$ cat src/rtl/mem_arbiter.sv
// mem_arbiter: shares the single-port byte memory between the CPU load/store
// path and the UART debug memory manager. One access per cycle is accepted
// over req/gnt, the winner is registered onto the memory port, and read data
// is steered back to its owner through a latency-matched return pipeline.
// Debug bursts may lock the port; a starvation counter bounds how long a
// waiting CPU can be held off.
module mem_arbiter #(
  parameter int AW        = 19,
  parameter int DW        = 8,
  parameter int RD_LAT    = 1,
  parameter int MAX_BURST = 16
) (
  input  logic          clk,
  input  logic          rst,
  // CPU load/store port
  input  logic          cpu_req_i,
  input  logic          cpu_we_i,
  input  logic [AW-1:0] cpu_ad_i,
  input  logic [DW-1:0] cpu_wd_i,
  output logic          cpu_gnt_o,
  output logic          cpu_stall_o,
  output logic          cpu_rvalid_o,
  output logic [DW-1:0] cpu_rd_o,
  // debug memory manager port
  input  logic          dbg_req_i,
  input  logic          dbg_we_i,
  input  logic [AW-1:0] dbg_ad_i,
  input  logic [DW-1:0] dbg_wd_i,
  input  logic          dbg_lock_i,
  output logic          dbg_gnt_o,
  output logic          dbg_rvalid_o,
  output logic [DW-1:0] dbg_rd_o,
  // memory macro port
  output logic [AW-1:0] mem_ad_o,
  output logic          mem_we_o,
  output logic [DW-1:0] mem_wd_o,
  input  logic [DW-1:0] mem_rd_i
);

  typedef enum logic [1:0] {
    CPU_LAST   = 2'd0,
    DBG_LAST   = 2'd1,
    DBG_LOCKED = 2'd2
  } state_t;

  localparam logic [7:0] MAX_BURST_C = 8'(MAX_BURST);

  state_t        state_q, state_d;
  logic [7:0]    starve_q, starve_d;
  logic          cpu_win, dbg_win;
  logic          any_win;
  logic [AW-1:0] acc_ad;
  logic [DW-1:0] acc_wd;
  logic          acc_we;
  logic          acc_rd;

  logic [AW-1:0] mem_ad_q;
  logic          mem_we_q;
  logic [DW-1:0] mem_wd_q;

  // return pipeline: one {valid, owner} entry per latency stage, owner 1 = debug
  logic [RD_LAT-1:0] rv_valid_q;
  logic [RD_LAT-1:0] rv_owner_q;
  logic              tail_valid;
  logic              tail_owner;

  logic          cpu_rvalid_q, dbg_rvalid_q;
  logic [DW-1:0] cpu_rd_q, dbg_rd_q;

  // Arbitration decision, next state and starvation counter update.
  always_comb begin
    cpu_win  = 1'b0;
    dbg_win  = 1'b0;
    state_d  = state_q;
    starve_d = starve_q;
    if (rst) begin
      case (state_q)
        CPU_LAST: begin
          if (dbg_req_i)      dbg_win = 1'b1;
          else if (cpu_req_i) cpu_win = 1'b1;
        end
        DBG_LAST: begin
          if (cpu_req_i)      cpu_win = 1'b1;
          else if (dbg_req_i) dbg_win = 1'b1;
        end
        DBG_LOCKED: begin
          // a CPU held off for a full burst gets one slot even while locked
          if (cpu_req_i && (starve_q >= MAX_BURST_C)) cpu_win = 1'b1;
          else if (dbg_req_i)                         dbg_win = 1'b1;
          else if (cpu_req_i)                         cpu_win = 1'b1;
        end
        default: ;
      endcase

      if (dbg_win) begin
        state_d = dbg_lock_i ? DBG_LOCKED : DBG_LAST;
      end else if (cpu_win) begin
        if (state_q == DBG_LOCKED) state_d = dbg_lock_i ? DBG_LOCKED : DBG_LAST;
        else                       state_d = CPU_LAST;
      end else if ((state_q == DBG_LOCKED) && !dbg_lock_i) begin
        state_d = DBG_LAST;
      end

      if (cpu_win || !cpu_req_i) begin
        starve_d = '0;
      end else if (dbg_win && (state_q == DBG_LOCKED)) begin
        starve_d = starve_q + 8'd1;
      end
    end
  end

  // Arbiter state and starvation counter registers.
  always_ff @(posedge clk) begin
    if (!rst) begin
      state_q  <= DBG_LAST;
      starve_q <= '0;
    end else begin
      state_q  <= state_d;
      starve_q <= starve_d;
    end
  end

  // Mux of the winning requester's access fields.
  always_comb begin
    any_win = cpu_win | dbg_win;
    acc_ad  = dbg_win ? dbg_ad_i : cpu_ad_i;
    acc_wd  = dbg_win ? dbg_wd_i : cpu_wd_i;
    acc_we  = dbg_win ? dbg_we_i : cpu_we_i;
    acc_rd  = any_win & ~acc_we;
  end

  // Memory port: an accepted access is presented for exactly one cycle.
  always_ff @(posedge clk) begin
    if (!rst) begin
      mem_ad_q <= '0;
      mem_we_q <= 1'b0;
      mem_wd_q <= '0;
    end else if (any_win) begin
      mem_ad_q <= acc_ad;
      mem_we_q <= acc_we;
      mem_wd_q <= acc_wd;
    end else begin
      mem_we_q <= 1'b0;
    end
  end

  // Read return shift register; reset drops anything in flight.
  always_ff @(posedge clk) begin
    if (!rst) begin
      rv_valid_q <= '0;
      rv_owner_q <= '0;
    end else begin
      rv_valid_q[0] <= acc_rd;
      rv_owner_q[0] <= dbg_win;
      for (int i = 1; i < RD_LAT; i++) begin
        rv_valid_q[i] <= rv_valid_q[i-1];
        rv_owner_q[i] <= rv_owner_q[i-1];
      end
    end
  end

  assign tail_valid = rv_valid_q[RD_LAT-1];
  assign tail_owner = rv_owner_q[RD_LAT-1];

  // Steer returning memory data to its owner; data holds between pulses.
  always_ff @(posedge clk) begin
    if (!rst) begin
      cpu_rvalid_q <= 1'b0;
      dbg_rvalid_q <= 1'b0;
      cpu_rd_q     <= '0;
      dbg_rd_q     <= '0;
    end else begin
      cpu_rvalid_q <= tail_valid & ~tail_owner;
      dbg_rvalid_q <= tail_valid & tail_owner;
      if (tail_valid && !tail_owner) cpu_rd_q <= mem_rd_i;
      if (tail_valid && tail_owner)  dbg_rd_q <= mem_rd_i;
    end
  end

  assign cpu_gnt_o    = cpu_win;
  assign cpu_stall_o  = cpu_req_i & ~cpu_win;
  assign cpu_rvalid_o = cpu_rvalid_q;
  assign cpu_rd_o     = cpu_rd_q;
  assign dbg_gnt_o    = dbg_win;
  assign dbg_rvalid_o = dbg_rvalid_q;
  assign dbg_rd_o     = dbg_rd_q;
  assign mem_ad_o     = mem_ad_q;
  assign mem_we_o     = mem_we_q;
  assign mem_wd_o     = mem_wd_q;

endmodule

$ cat config.mk
export PLATFORM = sky130hd
export DESIGN_NAME = mem_arbiter
export DESIGN_NICKNAME = d
export VERILOG_FILES = /design/src/rtl/mem_arbiter.sv
export SDC_FILE = /design/constraint.sdc
export NUM_CORES = 1
export LEC_CHECK = 0
export CORE_MARGIN = 1
export CORE_UTILIZATION = 55
export CTS_BUF_LIST = sky130_fd_sc_hd__clkbuf_4
export CTS_CLUSTER_SIZE = 20
export DETAILED_ROUTE_END_ITERATION = 10
export DONT_BUFFER_PORTS = 1
export GPL_ROUTABILITY_DRIVEN = 1
export PLACE_DENSITY = 0.7
export SYNTH_ARGS = -nofsm -noshare
export SYNTH_HDL_FRONTEND = slang
export SYNTH_SLANG_ARGS = --single-unit
$ cat constraint.sdc
create_clock -name clk -period 5.15 [get_ports clk]
set_input_delay 1.03 -clock clk [delete_from_list [all_inputs] [get_ports clk]]
set_output_delay 1.03 -clock clk [all_outputs]
set_load 0.05 [all_outputs]
==> flow_summary.yaml <==
clocking:
  postCtsSetupRepairBufs: 0
  path_clk_slew_ns: 0.08
  cts.path.max_buffers: 2
  ctsRootBufferMaster: "clkbuf_4"
  cts_htree_levels: 3
  holdBufCountCts: 0
  cts_tree: "done"
  clock_latency_ns: 0.38
  cts.sinks: 58
  cts_resized: 0
  cts_buffers: 9
critical_path:
  worstRegToRegCells: 5
  critPathCaptureType: "output port"
  worstSetupPathType: "flip-flop to output port"
  startpoint_type: "flip-flop"
  worst-path-max-fanout: 18
  cp.arrival_ns: 2.71
  cp.required_ns: 4.12
routing:
  wire_per_inst_um: 15.4
  vias: 1882
  wl_um: 4920
  drt_pass1_iterations: 4
  drtIter0Drc: 101
  ant_nets: 0
  drc: 0
  via_per_inst: 5.90
logic_synthesis:
  synth-seq-area-share_pct: 50.4
  syn_area_um2: 2310
  syn_area_per_cell_um2: 8.51
  synth-seq-cells: 58
  synth-main-ff-cell: "dfxtp_1"
  syn-num-nets: 342
  synth_edf_count: 0
  synthArstFlopShare_pct: 0
  ys_warn_count: 0
  synthDistinctLibCells: 34
  syn_inst: 271
global_route:
  grt_max_degree: 39
  grt_pass1_vias: 1707
  antenna_found_initial: 0
  grt_overflow_total: 0
  grt_pass1_wl_um: 7380
  grt_usage_pct: 22.7
sta:
  finalClockSkew_ns: 0.0103
  finalSetupViolCount: 0
  rsz0062_at_grt: "no"
  worstMarginPinSlew_ns: 1.01
  hold_violations: 0
  period_share_pct: 72.6
  period_needed_ns: 3.74
  maxSlewHeadroom_pct: 32.3
  slew_viol_final: 0
  timing.setup.tns_ns: 0
  max_freq_mhz: 267
floorplanning:
  ios: 118
  start_util_pct: 57.6
  rows: 23
  dieHeight_um: 66.8
  die_x_um: 66.8
  core_area_um2: 4000
  die-area_um2: 4460
final_layout:
  layout_commonest_cell: "dfxtp_1"
  area_growth_pct: 4.40
  final_cell_mix: "dfxtp_1, nor2_1, nand2_1"
  drive_gt1_share_pct: 7.06
  fin_nets: 337
  n_antenna_cell: 0
  num-fill-cells: 371
  final_area_um2: 2410
  ff_latch_area_um2: 1160
  finalNonFillerCells: 319
  multi_input_area_um2: 1050
pwr:
  p_leak_uw: 0.000909
  ir_worst_vdd_uv: 191
  power_density_nw_per_um2: 379
  power_uw: 912
placed_design:
  dp.cells: 305
  place_congestion: 0.796
  place_area_um2: 2320
  hpwl_um: 3480
  portBuffers: 0
min_path:
  worstHoldPathCells: 2
  hold_class: "flip-flop to flip-flop"
status:
  status: "complete, no violations"
job:
  max-cap-violations: 0
## routing by layer
metal | up-vias | share of wire [%] | global-route usage, %
li1 | 934 | - | -
met1 | 861 | 42 | 25.1
met2 | 77 | 47 | 36.1
met3 | 10 | 9.3 | 10.3
met4 | 0 | 2.2 | 12.2
met5 | - | 0 | 0
## final timing paths
kind,startpoint,to,slack [ns]
worst max register to register,starve_q[4],mem_we_o,3.18
worst min register to register,starve_q[6],starve_q[6],0.49
worst min-delay path,starve_q[6],starve_q[6],0.49
worst max-delay path,starve_q[4],cpu_stall_o,1.41
## per-stage QoR
| step | hold slack [ns] | utilization [%] | setup slack [ns] |
|---|---|---|---|
| final | 0.486 | 60.2 | 1.41 |
| after global routing | 0.502 | 60.2 | 1.17 |
| after CTS | 0.483 | 60.2 | 1.35 |
| after detailed placement | 0.470 | 57.9 | 1.43 |
| after global placement | 0.466 | 57.9 | 1.43 |
| after floorplan | 0.448 | - | 1.46 |
## critical path: stages (launching register included)
cell	delay, ns
dfxtp_1	0.34
o41a_1	0.47
o211ai_2	0.63
nor2_1	0.45
nor2b_1	0.22
buf_4	0.22
## report_power, final
group          internal (uW)  total (uW)  leakage, uW  switching, uW
clock                   89.0         241    0.0000586            152
combinational           32.1        81.0     0.000373           48.9
sequential               477         590     0.000477            113
## state kept, by name (all words and copies together) (netlist names)
signal and count:
mem_ad_o 19, cpu_rd_o 8, dbg_rd_o 8, mem_wd_o 8, starve_q 8, state_q 2, cpu_rvalid_o 1, dbg_rvalid_o 1
mem_we_o 1, rv_owner_q 1, rv_valid_q 1
## Yosys cell counts (2+ instances only)
library cell	instances	share of area [%]
nor2b_1	2	0.54
mux2i_1	11	4.8
nand2_1	30	4.9
nand3_1	9	2.0
dfxtp_1	58	50
ha_1	2	1.1
o41a_1	2	0.98
clkbuf_1	13	2.1
inv_1	5	0.81
nand2b_1	2	0.54
nor2_1	53	8.6
buf_1	3	0.49
xnor2_1	3	1.1
and3_1	2	0.54
a21oi_1	29	6.3
buf_2	2	0.43
o21ai_0	12	2.6
o221ai_1	17	6.5
## logic make-up (layout without fill, tap and decap cells)
logic type | after synthesis | after routing | share of synthesized area (%)
simple gates | 105 | 105 | 19.3
fa+ha+maj | 2 | 2 | 1.09
compound gates | 68 | 68 | 19.2
flops | 58 | 58 | 50.4
xor+xnor | 3 | 3 | 1.14
mux | 11 | 11 | 4.78
buf+inv | 24 | 22 | 4.18
## layout make-up
type	instances	area share (%)
clock buffer	9	2.81
clock inverter	5	0.988
inverter	5	0.780
multi-input combinational	189	43.7
sequential	58	48.2
tap	50	2.60
timing repair buffer	3	0.936
Power figures use the tool's default switching activity.
